===== src/rtl/regbank_reader.sv =====
// regbank_reader
// Read-side sequencer for the register bank. A start pulse in IDLE walks the
// bank's two read ports over register pairs (0,1), (2,3), ... and presents
// each captured pair on a valid/ready stream.
//
// Ports:
//   clk, rst            rising-edge clock, synchronous active-high reset
//   start               begin a full-bank scan (sampled only in IDLE)
//   sr1, sr2            bank read addresses (even / odd register)
//   rd_data1, rd_data2  combinational bank read data for sr1 / sr2
//   out_data1/2         captured even / odd register words
//   out_index           pair index p (registers 2p, 2p+1)
//   out_valid/ready     output stream handshake
//   busy                high whenever the FSM is not IDLE
//   done                one-cycle pulse after the last pair is accepted
module regbank_reader #(
    parameter int NUM_REGS = 32,
    parameter int DATA_W   = 32,
    parameter int ADDR_W   = 5
) (
    input  logic              clk,
    input  logic              rst,
    input  logic              start,
    output logic [ADDR_W-1:0] sr1,
    output logic [ADDR_W-1:0] sr2,
    input  logic [DATA_W-1:0] rd_data1,
    input  logic [DATA_W-1:0] rd_data2,
    output logic [DATA_W-1:0] out_data1,
    output logic [DATA_W-1:0] out_data2,
    output logic [ADDR_W-2:0] out_index,
    output logic              out_valid,
    input  logic              out_ready,
    output logic              busy,
    output logic              done
);

    typedef enum logic [1:0] {IDLE, READ, SEND, DONE} state_t;

    localparam logic [ADDR_W-2:0] LAST_P = (ADDR_W-1)'(NUM_REGS/2 - 1);

    state_t            state_q, state_d;
    logic [ADDR_W-2:0] p_q, p_d;
    logic [ADDR_W-1:0] sr1_q, sr1_d, sr2_q, sr2_d;
    logic [DATA_W-1:0] out_data1_q, out_data1_d, out_data2_q, out_data2_d;
    logic [ADDR_W-2:0] out_index_q, out_index_d;
    logic              out_valid_q, out_valid_d;
    logic              busy_q, busy_d, done_q, done_d;
    logic [ADDR_W-2:0] p_inc;

    // p never wraps: the increment is only used when p < LAST_P.
    assign p_inc = p_q + 1'b1;

    always_comb begin
        state_d     = state_q;
        p_d         = p_q;
        sr1_d       = sr1_q;
        sr2_d       = sr2_q;
        out_data1_d = out_data1_q;
        out_data2_d = out_data2_q;
        out_index_d = out_index_q;
        out_valid_d = out_valid_q;
        case (state_q)
            IDLE: begin
                if (start) begin
                    p_d     = '0;
                    sr1_d   = '0;
                    sr2_d   = ADDR_W'(1);
                    state_d = READ;
                end
            end
            READ: begin
                // Capture whatever the bank shows this cycle; a write landing on
                // the same edge is not seen (no bypass).
                out_data1_d = rd_data1;
                out_data2_d = rd_data2;
                out_index_d = p_q;
                out_valid_d = 1'b1;
                state_d     = SEND;
            end
            SEND: begin
                // Addresses and captured data hold until the handshake.
                if (out_ready) begin
                    out_valid_d = 1'b0;
                    if (p_q == LAST_P) begin
                        state_d = DONE;
                    end else begin
                        p_d     = p_inc;
                        sr1_d   = {p_inc, 1'b0};
                        sr2_d   = {p_inc, 1'b1};
                        state_d = READ;
                    end
                end
            end
            DONE: begin
                // Return the bank addresses to 0 as the block re-enters IDLE.
                p_d     = '0;
                sr1_d   = '0;
                sr2_d   = '0;
                state_d = IDLE;
            end
            default: state_d = IDLE;
        endcase
        // Status flags are registered copies of the next-state decode.
        busy_d = (state_d != IDLE);
        done_d = (state_d == DONE);
    end

    always_ff @(posedge clk) begin
        if (rst) begin
            state_q     <= IDLE;
            p_q         <= '0;
            sr1_q       <= '0;
            sr2_q       <= '0;
            out_data1_q <= '0;
            out_data2_q <= '0;
            out_index_q <= '0;
            out_valid_q <= 1'b0;
            busy_q      <= 1'b0;
            done_q      <= 1'b0;
        end else begin
            state_q     <= state_d;
            p_q         <= p_d;
            sr1_q       <= sr1_d;
            sr2_q       <= sr2_d;
            out_data1_q <= out_data1_d;
            out_data2_q <= out_data2_d;
            out_index_q <= out_index_d;
            out_valid_q <= out_valid_d;
            busy_q      <= busy_d;
            done_q      <= done_d;
        end
    end

    assign sr1       = sr1_q;
    assign sr2       = sr2_q;
    assign out_data1 = out_data1_q;
    assign out_data2 = out_data2_q;
    assign out_index = out_index_q;
    assign out_valid = out_valid_q;
    assign busy      = busy_q;
    assign done      = done_q;

endmodule


===== config.mk =====
export PLATFORM = sky130hd
export DESIGN_NAME = regbank_reader
export DESIGN_NICKNAME = d
export VERILOG_FILES = /design/src/rtl/regbank_reader.sv
export SDC_FILE = /design/constraint.sdc
export NUM_CORES = 1
export LEC_CHECK = 0
export CAP_MARGIN = 30
export CORE_MARGIN = 2
export CORE_UTILIZATION = 42
export CTS_BUF_LIST = sky130_fd_sc_hd__clkbuf_4 sky130_fd_sc_hd__clkbuf_8
export CTS_CLUSTER_DIAMETER = 60
export DETAILED_ROUTE_END_ITERATION = 16
export PLACE_DENSITY = 0.82
export SLEW_MARGIN = 40
export SYNTH_ARGS = -nofsm -noshare
export SYNTH_HDL_FRONTEND = slang
export SYNTH_SLANG_ARGS = --single-unit
export TNS_END_PERCENT = 50

===== constraint.sdc =====
create_clock -name clk -period 1.93 [get_ports clk]
set_clock_uncertainty 0.1 [all_clocks]
set_input_delay 0.4825 -clock clk [delete_from_list [all_inputs] [get_ports clk]]
set_output_delay 0.4825 -clock clk [all_outputs]
set_load 0.005 [all_outputs]

Word level (Yosys, flattened, before mapping)
Cells that the tools add are included.
{"block": "totals", "reg_bits": 87, "inputBits": 68, "out_inout_bits": 81, "elab_cells": 43}
{"block": "op_classes", "addsub": 1, "n_eq_ne": 8, "mux": 18, "n_reduce_logical": 6}
{"operator": "two-way mux 5 bit", "n": 6}
{"operator": "one-hot mux 5 bit (3 select lines)", "n": 2}
{"operator": "two-way mux 4 bit", "n": 3}
{"operator": "one-hot mux 4 bit (3 select lines)", "n": 1}
{"operator": "one-hot mux 2 bit (4 select lines)", "n": 1}
{"operator": "== test 2 bit (second input constant)", "n": 3}
{"operator": "two-way mux 2 bit", "n": 3}
{"operator": "inequality test 2 bit (second input constant)", "n": 3}
{"operator": "adder 4 x 1 -> 4 bit (second input constant)", "n": 1}
{"operator": "== test 4 bit (second input constant)", "n": 1}
{"operator": "AND reduction 4 bit", "n": 1}
{"operator": "nonzero test 2 bit", "n": 2}
{"operator": "nonzero test 3 bit", "n": 1}
{"operator": "== test 2 x 1 -> 1 bit (second input constant)", "n": 1}
{"operator": "zero test 2 bit", "n": 1}
{"operator": "one-hot mux 1 bit (2 select lines)", "n": 1}
{"operator": "AND reduction 2 bit", "n": 1}
{"operator": "two-way mux 1 bit", "n": 1}

Logic depth before layout (Yosys ltp)
{"block": "logic_depth", "word_depth": 5, "ltp_mapped": 7, "mapped_depth_nobuf": 6}

Worst setup path after synthesis
No wires, ideal clock.
{"block": "synth_path", "path_type": "reg2reg", "start": "register sr2[1] (netlist name)", "end": "register sr2_q[0] (netlist: sr2[0])", "setup_time_ns": 0.079, "arrival_ns": 1.463, "t_required_ns": 1.751, "slack_ns": 0.287, "path_stages_with_launch": 6, "path_buffers": 0, "synth_period_minus_slack_ns": 1.643, "path_cell_list": "dfxtp_1 > ha_1 > and4_4 > a2111oi_4 > nor2_1 > a211oi_2"}
{"item": "end signal: assignment", "line": "124", "source": "sr2_q <= sr2_d;"}
{"item": "end: declaration", "line": "43", "source": "logic [ADDR_W-1:0] sr1_q, sr1_d, sr2_q, sr2_d;"}

==> impl_results.md <==
* Tot Pwr at slightly below 5 mW
* Minimum clock period at between 1500 and 2000 ps
* Largest stage delay on the critical path at around 540 ps
* Post-Synthesis Cells at 303
* Bufs on Longest Clock Path at 2
* CTS tree: built
* CP Max Fanout at 3
* Critical path startpoint category: flop
* R2R setup slack at 180 ps
* Full die area at 0.008082 sq mm
* Max IR drop VDD at 633.1 uV
* Reg2reg start: state_q[1]
* CORE AREA at between 0.007 and 0.008 sq mm
* PostCTS Resize Cnt at 1
* Netlist cell types at 31
* P_int at 3.560 mW
* Mapped Area at 0.003099 sq mm
* Cells on Worst Hold Path at 2
* Die X at 89.90 um
* Vias at 2626
* Fmax at ~0.55 GHz
* Number of CTS-inserted buffers at 9
* Arr. time, crit path at between 1000 and 1500 ps
* Die Ht at 89.90 um
* Buf/Inv on CP at 1
* # setup viols final at 0
* Post-Syn Area per Cell at roughly 10 sq um
* Pre-Repair DR Iteration Count at 4
* Post-CTS Setup Bufs at 0
* 1st-iter DRT viols at 77
* Hold Fails Final Rpt at 0
* Async SR Flop Fraction at 0%
* Post-route ant nets at 0
* Vias in the first global route at 2652
* Area grow syn2layout at 60.64%
* WP data required at around 1400 ps
* Max Cap Violations at 0
* Row Count at 31
* Initial antenna violation count at 0
* WS Path Type: reg -> out
* Flop pwr share at 40.6%
* CP Depth at 1
* Ys Warns at 0
* Final Core Density at 69.01%
* Logic gate share of total power at between 20% and 30%
* GP Congestion at 0.7991
* Hold_buf cts at 0
* Hold Path Class: reg -> reg
* Slowest stage cell, crit path: clkdlybuf4s50_1
* Synth Flop Type: dfxtp_1
* Post-layout net count at 527
* H-Tree Level Count at 3
* Worst Setup EP: sr2[4]
* Clk pwr share at between 30% and 40%
* Clk sinks at 80
* P_leak at 1.936 nW
* Beginning of the worst hold path: sr2[2]
* Gr ovfl total at 0
* Clock Latency Late Sink at 340 ps
* R2R depth at 6
* CTS clk-pin slew, worst paths at roughly 70 ps
* Share of layout cells above drive strength 1 at 8.297%
* Syn nets at 377
* Synth Register Bits at 80
* Fin. max-slew vios at 0
* Hpwl dp at between 5 and 6 mm
* Total track usage at 19.06%
* # DRC at 0
* First-pass GRT wire length at 12.62 mm
* Number of synthesized flops with an enable pin at 0
* Largest net degree at the start of global routing at 54
* Sw power at 1.240 mW
* PortBufs at 147
* Drt wl/cell at between 10 and 15 um
* Initial core utilization at 42.96%
* IO Count at 149
* Power per cell area at 964.2 mW/mm^2
* Final worst path period share at 94.52%
* Clock tree root driver cell: clkbuf_8
* Critical Path Source: sr1[4]
* Antenna Cells at 0
* Reg-to-reg critical path endpoint: sr2[2]
* Drt via density at about 4.7
* Crit path cell chain: clkdlybuf4s50_1
* RSZ-0062 raised after global routing: no
* Final WL at 7.624 mm
* Setup crit end kind: output pin
* Run status: finished clean
* Crit-path leading delay family: buffers and inverters
* Post-synthesis sequential area ratio at approximately 52%
* Sw Share at 25.84%
-- flip-flops by register name, indices dropped and copies added, names as in the netlist --
register	flops
done	1
busy	1
out_index	4
sr2	4
out_valid	1
state_q	2
out_data2	32
out_data1	32
sr1	3
-- cell usage after synthesis, types with 4 or more instances --
cell type | n | share of area, %
nor2b_1 | 6 | 1.2
mux2i_1 | 69 | 22
nor2_1 | 75 | 9.1
o21ai_0 | 7 | 1.1
a21oi_1 | 7 | 1.1
buf_4 | 4 | 0.97
buf_2 | 7 | 1.1
inv_1 | 4 | 0.48
nand2_1 | 4 | 0.48
ha_1 | 6 | 2.4
clkbuf_1 | 9 | 1.1
dfxtp_1 | 80 | 52
-- final cells by class --
class                   instances  area [sq um]
clock buffers                  10         131.4
flip-flops and latches         80          1607
inverters                       4         15.01
multi-input cells             196          1363
fillers                       577          2236
repair buffers                162          1632
well taps                      99         123.9
clock inverters                 6         107.6
-- cells by family (layout without fill, tap and decap cells) --
family,Yosys count,after routing,share of synthesized area (%)
AO/OA/AOI/OAI,23,23,5.167
XOR/XNOR,1,1,0.2827
adder cells (fa/ha/maj),6,6,2.422
buffers and inverters,27,182,4.763
flip-flops,80,80,51.68
multiplexers,69,69,22.28
other,1,1,0.1210
AND/OR/NAND/NOR,96,96,13.28
-- layer usage --
metal / vias up / wire (um) / track usage [%]
met1: 1230 / 3096 / 20.48
met4: 0 / 80 / 6.154
met2: 82 / 3953 / 35.35
li1: 1306 / - / -
met5: - / 0 / 0
met3: 8 / 494 / 6.119
-- cells in the final DEF, fill, tap and decap left out, types with 2 or more instances in the layout --
cell | Yosys | layout
clkdlybuf4s50_1 | 0 | 145
dfxtp_1 | 80 | 78
nor2_1 | 75 | 75
mux2i_1 | 69 | 69
buf_4 | 4 | 11
clkbuf_8 | 0 | 9
o21ai_0 | 7 | 7
a21oi_1 | 7 | 7
nor2b_1 | 6 | 6
ha_1 | 6 | 5
inv_1 | 4 | 4
nand2_1 | 4 | 4
buf_12 | 0 | 4
bufinv_16 | 0 | 3
o21a_1 | 2 | 2
nand3_1 | 2 | 2
a31oi_1 | 2 | 2
nand2b_1 | 2 | 2
clkinv_2 | 0 | 2
-- power by group through the flow --
stage          registers, mW  logic (mW)  clock network, mW
2_1_floorplan           2.00       0.678                  0
3_3_place_gp            1.98        1.37                  0
3_5_place_dp            1.99        1.40                  0
4_1_cts                 1.95        1.41               1.49
5_1_grt                 1.97        1.51               1.56
6_report                1.95        1.39               1.46
-- through the flow --
stage          worst slack (ps)  instance area [sq um]  hold slack, ps  cells  TNS [ps]
6_report                  105.7                   4979           385.2    557         0
5_1_grt                   40.19                   4979           399.5    557         0
4_1_cts                   29.72                   4972           392.7    557         0
3_5_place_dp             -60.19                   4732           378.2    541    -178.2
3_3_place_gp             -51.88                   4732           371.4    541    -152.9
2_1_floorplan             287.5                   3099           364.9    303         0
-- how the worst min path moves through the flow --
stage	to	slack, ps
finish	sr2[2]	390
global route	out_valid	400
CTS	out_valid	390
detailed placement	sr2[2]	380
global placement	out_data2[16]	370
floorplan	sr2[2]	360
(Power assumes the default switching activity.)
